[src/rtl/ifetch.sv]
// rtl/ifetch.sv - instruction fetch unit with credit-limited tag queue and instruction buffer
//
// Purpose:
//   Issues instruction-memory reads for PCs offered by the PC generator. Each
//   granted read is tracked in an in-order tag queue. Each returned word is
//   paired with its PC and misaligned flag and placed in the instruction
//   buffer. A flush discards buffered entries and outstanding reads; reads
//   already in flight are counted in 'drop' and their responses are thrown
//   away when they return.
//
// Ports:
//   clk             rising-edge clock
//   res             asynchronous active-low reset
//   pc_in/pc_valid  fetch address offer; pc_ready = offer accepted (granted)
//   mem_req/mem_addr/mem_gnt         read request channel (word-aligned address)
//   mem_rvalid/mem_rdata             in-order read responses
//   flush           redirect: discard buffered and in-flight fetches
//   inst_valid/inst/inst_pc/inst_misaligned/inst_ready  head of instruction buffer
module ifetch #(
  parameter int DEPTH = 2
) (
  input  logic        clk,
  input  logic        res,
  input  logic [31:0] pc_in,
  input  logic        pc_valid,
  output logic        pc_ready,
  output logic        mem_req,
  output logic [31:0] mem_addr,
  input  logic        mem_gnt,
  input  logic        mem_rvalid,
  input  logic [31:0] mem_rdata,
  input  logic        flush,
  output logic        inst_valid,
  output logic [31:0] inst,
  output logic [31:0] inst_pc,
  output logic        inst_misaligned,
  input  logic        inst_ready
);

  localparam int PW = $clog2(DEPTH);
  localparam int CW = PW + 1;

  logic [31:0]   tag_pc   [DEPTH];
  logic          tag_mis  [DEPTH];
  logic [PW-1:0] tag_wr;
  logic [PW-1:0] tag_rd;

  logic [31:0]   buf_inst [DEPTH];
  logic [31:0]   buf_pc   [DEPTH];
  logic          buf_mis  [DEPTH];
  logic [PW-1:0] buf_wr;
  logic [PW-1:0] buf_rd;

  logic [CW-1:0] count;
  logic [CW-1:0] outstanding;
  logic [CW-1:0] drop;

  logic [CW+1:0] used;
  logic          credit;
  logic          grant;
  logic          rsp_live;
  logic          rsp_drop;
  logic          wr;
  logic          pop;
  logic [CW-1:0] pend;
  logic [CW-1:0] flush_drop;

  // Reads still owed by memory for dropped fetches occupy credit too, so a
  // new fetch can never be paired with a stale response.
  assign used     = (CW+2)'(outstanding) + (CW+2)'(count) + (CW+2)'(drop);
  assign credit   = used < (CW+2)'(DEPTH);
  assign mem_req  = res && pc_valid && credit && !flush;
  assign mem_addr = {pc_in[31:2], 2'b00};
  assign grant    = mem_req && mem_gnt;
  assign pc_ready = grant;

  // Responses retire dropped reads first, since those were issued earlier.
  assign rsp_drop = mem_rvalid && (drop != '0);
  assign rsp_live = mem_rvalid && (drop == '0) && (outstanding != '0);
  assign wr       = rsp_live && !flush;

  assign inst_valid      = (count != '0);
  assign inst            = buf_inst[buf_rd];
  assign inst_pc         = buf_pc[buf_rd];
  assign inst_misaligned = buf_mis[buf_rd];
  assign pop             = inst_valid && inst_ready && !flush;

  // Everything still owed by memory becomes drop; a response arriving in the
  // flush cycle itself retires one of them.
  assign pend       = drop + outstanding;
  assign flush_drop = (mem_rvalid && (pend != '0)) ? pend - CW'(1) : pend;

  always_ff @(posedge clk or negedge res) begin
    if (!res) begin
      for (int i = 0; i < DEPTH; i++) begin
        tag_pc[i]   <= '0;
        tag_mis[i]  <= 1'b0;
        buf_inst[i] <= '0;
        buf_pc[i]   <= '0;
        buf_mis[i]  <= 1'b0;
      end
      tag_wr      <= '0;
      tag_rd      <= '0;
      buf_wr      <= '0;
      buf_rd      <= '0;
      count       <= '0;
      outstanding <= '0;
      drop        <= '0;
    end else if (flush) begin
      tag_wr      <= '0;
      tag_rd      <= '0;
      buf_wr      <= '0;
      buf_rd      <= '0;
      count       <= '0;
      outstanding <= '0;
      drop        <= flush_drop;
    end else begin
      if (grant) begin
        tag_pc[tag_wr]  <= pc_in;
        tag_mis[tag_wr] <= |pc_in[1:0];
        tag_wr          <= tag_wr + PW'(1);
      end
      if (wr) begin
        buf_inst[buf_wr] <= mem_rdata;
        buf_pc[buf_wr]   <= tag_pc[tag_rd];
        buf_mis[buf_wr]  <= tag_mis[tag_rd];
        buf_wr           <= buf_wr + PW'(1);
        tag_rd           <= tag_rd + PW'(1);
      end
      if (pop) begin
        buf_rd <= buf_rd + PW'(1);
      end
      case ({wr, pop})
        2'b10:   count <= count + CW'(1);
        2'b01:   count <= count - CW'(1);
        default: ;
      endcase
      case ({grant, rsp_live})
        2'b10:   outstanding <= outstanding + CW'(1);
        2'b01:   outstanding <= outstanding - CW'(1);
        default: ;
      endcase
      if (rsp_drop) begin
        drop <= drop - CW'(1);
      end
    end
  end

endmodule

[config.mk]
export PLATFORM = sky130hd
export DESIGN_NAME = ifetch
export DESIGN_NICKNAME = d
export VERILOG_FILES = /design/src/rtl/ifetch.sv
export SDC_FILE = /design/constraint.sdc
export NUM_CORES = 1
export LEC_CHECK = 0
export ABC_CLOCK_PERIOD_IN_PS = 7070
export CORE_ASPECT_RATIO = 2
export CORE_MARGIN = 1.5
export CORE_UTILIZATION = 45
export DETAILED_ROUTE_END_ITERATION = 6
export PLACE_DENSITY = 0.67
export SLEW_MARGIN = 20
export SYNTH_ARGS = -nofsm -noshare
export SYNTH_HDL_FRONTEND = slang
export SYNTH_SLANG_ARGS = --single-unit
[constraint.sdc]
create_clock -name clk -period 7.07 [get_ports clk]
set_input_delay 1.414 -clock clk [delete_from_list [all_inputs] [get_ports clk]]
set_output_delay 1.414 -clock clk [all_outputs]
set_load 0.02 [all_outputs]
==> summary.txt, run 1 <==
Clock tree
  • CTS tree: done
  • # H-tree levels: 1
  • Clk_lat worst skew: 0.49 ns
  • Clock Tree Root: clkbuf_16
  • Sink Count: 206
  • Post-CTS Resized: 0
  • Setup Buffers After CTS: 0
  • Max Root-Sink Buffers: 3
  • Num CTS Buffers: 20
  • Hold_buf cts: 0
  • Worst-path clk slew: 0.06 ns

Critical path
  • Critical path cell sequence: clkdlybuf4s50_1 -> nand4bb_4 -> nor3b_1 -> clkdlybuf4s50_1
  • CP peak stage delay: 0.73 ns
  • Type of the worst setup path: primary input to output pin
  • Worst Path Arrival: 3.55 ns
  • Critical path data required time: 5.66 ns
  • Critical path's slowest cell: clkdlybuf4s50_1
  • Crit start category: primary input
  • Critical Path Fanout Max: 15
  • Most used cell, CP: clkdlybuf4s50_1
  • Worst setup EP type: output pin

Die
  • Effective utilization at floorplan: 45.51%
  • Vert. Die Dim: 211.0 um
  • Die Wd: 107.0 um
  • Core area: between 20000 and 25000 um^2
  • # rows: 76
  • Die area: 22580 um^2
  • # IOs: 171

Power and ir drop
  • Max IR drop VDD: approximately 230 uV
  • Power Density: 262.0 nW/um^2
  • Leak: around 0.0056 uW

Detailed routing
  • Wire per inst: 19.65 um
  • DRC viols: 0
  • Routed Antenna Nets: 0
  • Drt via density: approximately 5.3
  • DRT iter0 DRCs: 156
  • DR vias: 5607
  • Drt pass-1 iters: 6
  • Final WL: 20710 um

Global routing
  • Initial antenna violation count: 0
  • Largest net degree at the start of global routing: 78
  • Vias in the first global route: about 6300
  • First-pass GRT wire length: 33490 um
  • Total GRT Usage: 18.95%
  • Global route overflow: 0

Synthesis
  • Largest family of logic cells by synthesized area: multiplexers
  • Post-synth top area cell: dfrtp_1
  • Compound-Gate Fraction of Synth Area: 1.234%
  • Synth Area per Inst: 15.38 um^2
  • Register area share after synthesis: 52.94%
  • Top post-synthesis cells by area: dfrtp_1 (53%), mux2_2 (28%), mux2_4 (7.7%)
  • Xor-xnor portion of the synthesized cell area: 0.5012%
  • Post-synthesis mux area share: 36.04%
  • Area share of fa/ha/maj cells after synthesis: 0.8481%
  • Simple-gate share of the synthesized area: 2.609%
  • Synth Instances: 633
  • Share of the synthesized area in the top cell type: 52.94%
  • Post-synthesis cell type count: between 40 and 50
  • Netlist Area Pre-Place: 9737 um^2
  • Ys Warns: 0
  • Yosys reg bits: 206

Job
  • Number of max-cap violations: 0

STA
  • Final Hold Viols: 0
  • Final setup violation count: 0
  • Fin crit share: 70.17%
  • Hold slack: approximately 0.50 ns
  • Post-layout min period: 4.961 ns
  • Max Fclk: 0.2016 GHz
  • Slew HR: 29.57%
  • Pins Over Slew Limit: 0
  • Measured slew at the worst slew-check pin: 1.055 ns
  • TNS Setup: 0 ns
  • Unrepaired setup endpoints after global routing: no
  • Clock skew: roughly 0.008 ns

Place
  • Final GP Congestion: around 0.74
  • Hpwl dp: 13780 um
  • Port bufs: 168
  • Area after DPL: 11290 um^2

Final layout
  • Most common cell after layout, fill and taps aside: mux2_2
  • Layout Nets: around 850
  • Layout area overhead: 22.64%
  • # diodes: 0
  • Share of layout cells above drive strength 1: between 40% and 50%
  • Fillcell total: 1770
  • Fin area: 11940 um^2
  • Fin util: 55.81%
  • Most frequent cells in the layout: mux2_2 (245), dfrtp_1 (204), clkdlybuf4s50_1 (167), mux2_4 (50), clkbuf_16 (21)

Hold path
  • Worst Hold Class: flip-flop to flip-flop

Run status
  • Status: complete, no violations
stage by stage:
stage / setup WS (ns) / power [uW] / instances
after floorplan: 3.464 / 1857 / 634
after global placement: 2.084 / 2080 / 1018
after detailed placement: 2.115 / 2127 / 1018
after CTS: 2.108 / 3175 / 1053
after global routing: 2.061 / 3286 / 1054
final: 2.109 / 3128 / 1054
cell families (layout without fill, tap and decap cells):
family | Yosys count | count (layout)
AOI/OAI and AO/OA | 17 | 17
xor gates and xnor gates | 4 | 4
adders and majority gates | 6 | 6
buffers and inverters | 71 | 218
DFF | 206 | 206
muxes | 295 | 295
other | 1 | 2
and+or+nand+nor | 33 | 33
critical path: cells and delay by family:
family                 cells  cell delay [ns]
and+or+nand+nor            2             0.73
buffers and inverters      2             1.40
metal layers:
layer | routed length (um) | global-route usage, % | up-vias | part of all wire, %
met4 | 697 | 7.172 | 0 | 3.4
li1 | - | - | 2490 | -
met1 | 7511 | 20.65 | 2943 | 36
met5 | 0 | 0 | - | 0
met2 | 11680 | 36.10 | 135 | 56
met3 | 819 | 2.900 | 39 | 4.0
synthesized netlist by cell type (all sizes together):
| cell type | instances |
|---|---|
| and3 | 2 |
| conb | 1 |
| inv | 7 |
| o21ai | 3 |
| nand4bb | 1 |
| a21o | 1 |
| clkbuf | 6 |
| fa | 1 |
| nand3b | 2 |
| a21oi | 3 |
| nand2b | 3 |
| and3b | 2 |
| nand2 | 1 |
| o211ai | 2 |
| xnor2 | 2 |
| o211a | 1 |
| mux2 | 295 |
| nor3 | 4 |
| ha | 5 |
| o21bai | 1 |
| buf | 58 |
| xnor3 | 1 |
| xor2 | 1 |
| a211oi | 2 |
| nand3 | 4 |
| dfrtp | 206 |
| a21boi | 1 |
| nor3b | 4 |
| o22ai | 1 |
| or2 | 2 |
| nor2 | 4 |
| and4b | 1 |
| o311a | 1 |
| and4bb | 1 |
| o2111a | 1 |
| nand4 | 1 |
| nor2b | 1 |
cell type report:
cell class	instances	area, um^2	area share [%]
sequential	206	5157	43.19
multi-input combinational	357	4029	33.74
timing repair buffer	176	1758	14.72
clock buffer	25	550.5	4.610
tap	273	341.6	2.860
clock inverter	10	78.83	0.6601
inverter	7	26.28	0.2200
where the power goes:
part           internal [uW]  total [uW]  switching [uW]  leakage [uW]
clock                    591        1030             444      0.000319
sequential              1340        1430            85.2       0.00281
combinational            384         668             284       0.00244
total                   2320        3130             813       0.00557
registers in the layout (all words and copies together) (netlist names):
register     count
count            2
buf_wr           1
tag_pc          64
buf_rd           1
buf_mis          2
tag_rd           1
tag_mis          2
drop             2
outstanding      2
buf_inst        64
tag_wr           1
buf_pc          64
final timing paths:
check | slack (ns) | cells after the start | to | from
worst max-delay path | 2.11 | 4 | mem_req | flush
worst min-delay path | 0.50 | 1 | tag_pc[29]$_DFFE_PN0P_ | tag_pc[29]$_DFFE_PN0P_
worst max register to register | 3.69 | 7 | tag_pc[7]$_DFFE_PN0P_ | outstanding[1]$_DFFE_PN0P_
worst min register to register | 0.50 | 1 | tag_pc[29]$_DFFE_PN0P_ | tag_pc[29]$_DFFE_PN0P_
max in group asynchronous | 4.88 | 3 | tag_rd$_DFFE_PN0P_ | res
min in group asynchronous | 0.93 | 1 | buf_inst[51]$_DFFE_PN0P_ | res
Note: power is estimated with default switching activity, not from simulation.
==> inputs of run 2 (changes only) <==
- ABC_CLOCK_PERIOD_IN_PS: 7070 -> 4000
- PLACE_DENSITY: 0.67 -> 0.7
- clock period: 7.07 -> 4 ns (I/O delays scaled with it)
==> run 2 against run 1 <==
Worst setup slack got worse by 1.8 ns; clock-buffer cell count rose by 3; hold slack got worse by 0.090 ns; critical path depth grew 3; wire length grew 3.6%; combinational power increased by 78%; largest cell class unchanged.
==> summary.txt, run 2 (synthesis gave the netlist of run 1 again) <==
Critical path
  • Crit start category: flip-flop (was primary input)
  • Most used cell, CP: inv_1 (was clkdlybuf4s50_1)
  • Critical Path Fanout Max: 7 (was 15)
  • Worst setup EP type: output pin (unchanged)
  • CP peak stage delay: 0.53 ns (was 0.73 ns)
  • Type of the worst setup path: flip-flop to output pin (was primary input to output pin)
  • Crit path max-delay family: adder cells (was buffers and inverters)
  • Critical path data required time: 3.20 ns (was 5.66 ns)
  • Worst path bufs/invs: 3 (was 2)
  • Worst Path Arrival: 2.93 ns (was 3.55 ns)
  • Critical path's slowest cell: fa_1 (was clkdlybuf4s50_1)
  • Critical path cell sequence: inv_1 -> fa_1 -> inv_1 -> ha_1 -> nand4bb_4 -> nor3b_1 -> dlygate4sd2_1 (was clkdlybuf4s50_1 -> nand4bb_4 -> nor3b_1 -> clkdlybuf4s50_1)

Final layout
  • # diodes: 0 (unchanged)
  • Layout Nets: 851 (was 845)
  • Fillcell total: 1752 (was 1770)
  • Multi-input logic area: 4029 um^2 (unchanged)
  • Most common cell after layout, fill and taps aside: mux2_2 (unchanged)
  • Register area: 5160 um^2 (was 5157 um^2)
  • Regs by FF count: buf_inst: 64 flops, buf_pc: 64 flops, tag_pc: 64 flops (unchanged)
  • Most frequent cells in the layout: mux2_2 (245), dfrtp_1 (204), clkdlybuf4s50_1 (165), mux2_4 (50), clkbuf_16 (21) (was mux2_2 (245), dfrtp_1 (204), clkdlybuf4s50_1 (167), mux2_4 (50), clkbuf_16 (21))
  • Share of layout cells above drive strength 1: 44.13% (was 44.30%)
  • Layout area overhead: 23.16% (was 22.64%)

STA
  • Pins Over Slew Limit: 0 (unchanged)
  • Measured slew at the worst slew-check pin: 0.9667 ns (was 1.055 ns)
  • Slew HR: 35.55% (was 29.57%)
  • Fin crit share: 93.23%
  • Max Fclk: 0.2682 GHz
  • Fin worst setup slack: 0.2708 ns (was 2.109 ns)
  • Final Hold Viols: 0 (unchanged)
  • Unrepaired setup endpoints after global routing: no (unchanged)
  • Final setup violation count: 0 (unchanged)
  • TNS Setup: 0 ns (unchanged)
  • Post-layout min period: 3.729 ns
  • Clock skew: 0.01275 ns (was 0.008157 ns)

Detailed routing
  • Final WL: 21460 um (was 20710 um)
  • DRT iter0 DRCs: 174 (was 156)
  • DR vias: 5591 (was 5607)
  • Wire per inst: 20.31 um (was 19.65 um)
  • Drt pass-1 iters: 4 (was 6)
  • Drt via density: 5.289 (was 5.320)
  • DRC viols: 0 (unchanged)
  • Routed Antenna Nets: 0 (unchanged)

Job
  • Number of max-cap violations: 0 (unchanged)

Place
  • Hpwl dp: 14500 um (was 13780 um)
  • Port bufs: 168 (unchanged)
  • Final GP Congestion: 0.8070 (was 0.7433)
  • Worst slack, placed: 0.5069 ns (was 2.115 ns)

Power and ir drop
  • Leak: 0.005605 uW (was 0.005570 uW)
  • Switch share: 26.19% (was 25.97%)
  • Clock share of power: 32.0% (was 33.1%)
  • Seq pwr share: 46.3% (was 45.6%)
  • Max IR drop VDD: 325.1 uV (was 226.9 uV)
  • Psw: 1430 uW (was 812.5 uW)
  • Combinational cell fraction of total power: 21.8% (was 21.4%)
  • Power Density: 455.2 nW/um^2 (was 262.0 nW/um^2)
  • P_int: 4030 uW (was 2316 uW)

Clock tree
  • Sink Count: 206 (unchanged)
  • # H-tree levels: 1 (unchanged)
  • Num CTS Buffers: 20 (unchanged)
  • CTS tree: done (unchanged)
  • Clk_lat worst skew: 0.49 ns (about the same)
  • Setup Buffers After CTS: 0 (unchanged)
  • Hold_buf cts: 0 (unchanged)
  • Max Root-Sink Buffers: 3 (unchanged)
  • Post-CTS Resized: 1 (was 0)
  • Clock Tree Root: clkbuf_16 (unchanged)
  • Worst-path clk slew: 0.06 ns (about the same)

Die
  • Die area: 22580 um^2 (unchanged)
  • # IOs: 171 (unchanged)
  • # rows: 76 (unchanged)
  • Core area: 21400 um^2 (unchanged)
  • Die Wd: 107.0 um (unchanged)
  • Effective utilization at floorplan: 45.51% (unchanged)
  • Vert. Die Dim: 211.0 um (unchanged)

Global routing
  • Initial antenna violation count: 0 (unchanged)
  • Vias in the first global route: 6424 (was 6297)
  • Global route overflow: 0 (unchanged)
  • First-pass GRT wire length: 34190 um (was 33490 um)
  • Largest net degree at the start of global routing: 207 (was 78)
  • Total GRT Usage: 19.44% (was 18.95%)

Hold path
  • Worst Hold Class: primary input to asynchronous set/reset pin (was flip-flop to flip-flop)

Run status
  • Status: complete, no violations (unchanged)
-- run 2: final cells by class --
class	count	share of cell area (%)
flip-flops and latches	206	43.03
repair buffers	182	15.42
clock inverters	4	0.1982
well taps	273	2.849
inverters	7	0.2191
multi-input cells	357	33.60
clock buffers	28	4.685
-- run 2: layer usage --
layer  global-route usage (%)  wire length, um  share of wire [%]
met2                    37.62            12420                 58
met3                    2.839              734                3.4
met4                    6.575              580                2.7
met1                    21.07             7726                 36
met5                        0                0                  0
-- run 2: path summary, 6_finish.rpt --
path	from	end	slack, ns	depth (start not counted)
max in group asynchronous	res	tag_pc[1]$_DFFE_PN0P_	2.69	3
worst max register to register	outstanding[1]$_DFFE_PN0P_	tag_pc[1]$_DFFE_PN0P_	0.90	8
worst max-delay path	outstanding[1]$_DFFE_PN0P_	mem_req	0.27	7
worst min register to register	tag_pc[57]$_DFFE_PN0P_	tag_pc[57]$_DFFE_PN0P_	0.50	1
worst min-delay path	res	buf_inst[42]$_DFFE_PN0P_	0.41	2
min in group clk	tag_pc[57]$_DFFE_PN0P_	tag_pc[57]$_DFFE_PN0P_	0.50	1
-- run 2: worst register-to-register path: stages, from the launching register on --
cell and delay [ns]:
dfrtp_1 0.45, inv_1 0.12, fa_1 0.53, inv_1 0.05
ha_1 0.32, and4bb_2 0.36, nand3_2 0.46, buf_4 0.41
mux2_2 0.29
-- run 2: metrics by stage --
stage,instances,utilization (%),hold WS [ns],total power [uW],cell area (um^2)
4_1_cts,1056,55.91,0.5036,5532,11960
3_3_place_gp,1024,53.18,0.4825,3674,11380
3_5_place_dp,1024,53.18,0.4890,3761,11380
2_1_floorplan,634,-,0.4736,3283,9741
6_report,1057,56.05,0.4074,5459,11990
5_1_grt,1057,56.05,0.4729,5720,11990
-- run 2: power groups by stage --
stage | logic, uW | clock network [uW] | registers, uW
2_1_floorplan | 780 | 0 | 2500
3_3_place_gp | 1140 | 0 | 2530
3_5_place_dp | 1200 | 0 | 2560
4_1_cts | 1200 | 1800 | 2530
5_1_grt | 1280 | 1870 | 2560
6_report | 1190 | 1740 | 2530
==> RTL change: new RTL, settings of run 2 <==
Change the parameter `DEPTH` from 2 to 4.
--- a/src/rtl/ifetch.sv
+++ b/src/rtl/ifetch.sv
@@ -17,7 +17,7 @@
 //   flush           redirect: discard buffered and in-flight fetches
 //   inst_valid/inst/inst_pc/inst_misaligned/inst_ready  head of instruction buffer
 module ifetch #(
-  parameter int DEPTH = 2
+  parameter int DEPTH = 4
 ) (
   input  logic        clk,
   input  logic        res,
Formal check against the unedited RTL: not equivalent (Yosys sat finds a counterexample within 4 cycles, from zero or initial values).
==> RTL change against run 2 <==
- routed wire length rose by 79%
- setup slack got worse by 0.14 ns
- final cell count grew 74%
- via count grew 78%
- core utilization fell by 2.5 points
- total power is 120% higher
- sequential cell count up 203
- cell area increased by 83%
- synthesized area grew 91%
- largest cell class unchanged
==> RTL change: results (changes against run 2) <==
.. list-table::
   :header-rows: 1

   * - Metric
     - Value
   * - Met1 usage in global routing
     - 21.9% (was 21.1%)
   * - Total track usage
     - 18.8% (was 19.4%)
   * - Via count normalized by instance count
     - 5.44 (was 5.29)
   * - Number of global-route vias before repair
     - 11200 (was 6424)
   * - Metal-1 WL
     - 14700 microns (was 7730 microns)
   * - Distinct cell type count after synthesis
     - 40 (was 46)
   * - Met2 wire len
     - 21700 microns (was 12400 microns)
   * - Fraction of synthesized cell area in xor and xnor cells
     - 0.524% (was 0.501%)
   * - Clock latency at the later pin of the worst-skew pair
     - 0.54 ns (was 0.49 ns)
   * - Quantity of gates resized following cts
     - 5 (was 1)
   * - Run status
     - completed (unchanged)
   * - Area contributors post-synth
     - sky130_fd_sc_hd__dfrtp_1, sky130_fd_sc_hd__mux2_2, sky130_fd_sc_hd__mux4_2 (was sky130_fd_sc_hd__dfrtp_1, sky130_fd_sc_hd__mux2_2, sky130_fd_sc_hd__mux2_4)
   * - Synth Instances
     - 1137 (was 633)
   * - Cell Count, Final, Fillers Out
     - 1835 (was 1057)
   * - Met3 wire len
     - 1150 microns (was 734 microns)
   * - Registers with the most flip-flops
     - buf_inst (128), buf_pc (128), tag_pc (128) (was buf_inst (64), buf_pc (64), tag_pc (64))
   * - M3 GR Usage
     - 2.29% (was 2.84%)
   * - Ranking of synthesized cells by instance count
     - sky130_fd_sc_hd__dfrtp_1, sky130_fd_sc_hd__mux2_2, sky130_fd_sc_hd__mux4_2 (was sky130_fd_sc_hd__mux2_2, sky130_fd_sc_hd__dfrtp_1, sky130_fd_sc_hd__mux2_4)
   * - Wire length of the first global-routing pass
     - 62700 microns (was 34200 microns)
   * - Layout cell share with drive strength beyond 1
     - 45.1% (was 44.1%)
   * - Number of antenna violations at the first check in global routing
     - 2 (was 0)
   * - Mux cell area share after synthesis
     - 35.6% (was 36.0%)
   * - Combinational Power Share
     - 26.1% (was 21.8%)
   * - Overall power of the completed layout
     - 11.8 mW (was 5.46 mW)
   * - Global placer's final weighted congestion
     - 0.762 (was 0.807)
   * - DR top layer
     - met5 (was met4)
   * - Fraction of the yosys area taken by sequential cells
     - 55.0% (was 52.9%)
   * - Synth Area in Compound Gates
     - 0.887% (was 1.23%)
[RTL change: cell types whose count changed in the layout (fill, tap and decap cells not counted), sizes merged, moves of 7 or more]
cell    delta
ha        +10
mux2      +95
nor2      +15
nand2     +14
buf       +14
mux4      +98
and2       +9
clkbuf    +32
dfrtp    +203
o21ai      +7
inv        +8
[RTL change: worst paths after layout]
path,depth (start not counted),end,slack (ns),startpoint
setup / recovery,8,pc_ready,0.14,count[1]
hold / removal,1,outstanding[2],0.06,res
setup reg to reg,12,outstanding[2],0.40,count[1]
hold reg to reg,2,tag_mis[1],0.49,tag_mis[1]
max in group asynchronous,4,buf_inst[9],1.91,res
min in group clk,2,tag_mis[1],0.49,tag_mis[1]
[RTL change: worst max-delay path, cell delays in order, from the launching register on]
cell and delay, ns:
sky130_fd_sc_hd__dfrtp_1 0.43, sky130_fd_sc_hd__inv_1 0.11, sky130_fd_sc_hd__fa_1 0.51, sky130_fd_sc_hd__nor2_1 0.16, sky130_fd_sc_hd__fa_1 0.47, sky130_fd_sc_hd__nor4bb_4 0.28
sky130_fd_sc_hd__and2_4 0.18, sky130_fd_sc_hd__and2_4 0.20, sky130_fd_sc_hd__buf_2 0.18
[RTL change: logic make-up after synthesis]
| kind of cell | count (synthesis) |
|---|---|
| AOI/OAI and AO/OA | 25 |
| xor gates and xnor gates | 9 |
| adders and majority gates | 21 |
| buffers and inverters | 117 |
| DFF | 409 |
| muxes | 490 |
| other | 1 |
| and+or+nand+nor | 65 |
[RTL change: area by class of cell]
cell class                 instances  share of cell area [%]
clock inverter                     8                   0.331
inverter                          15                   0.257
antenna                            1                  0.0114
tap                              535                    3.06
sequential                       409                    46.8
timing repair buffer             194                    9.30
clock buffer                      61                    5.53
multi-input combinational        612                    34.7
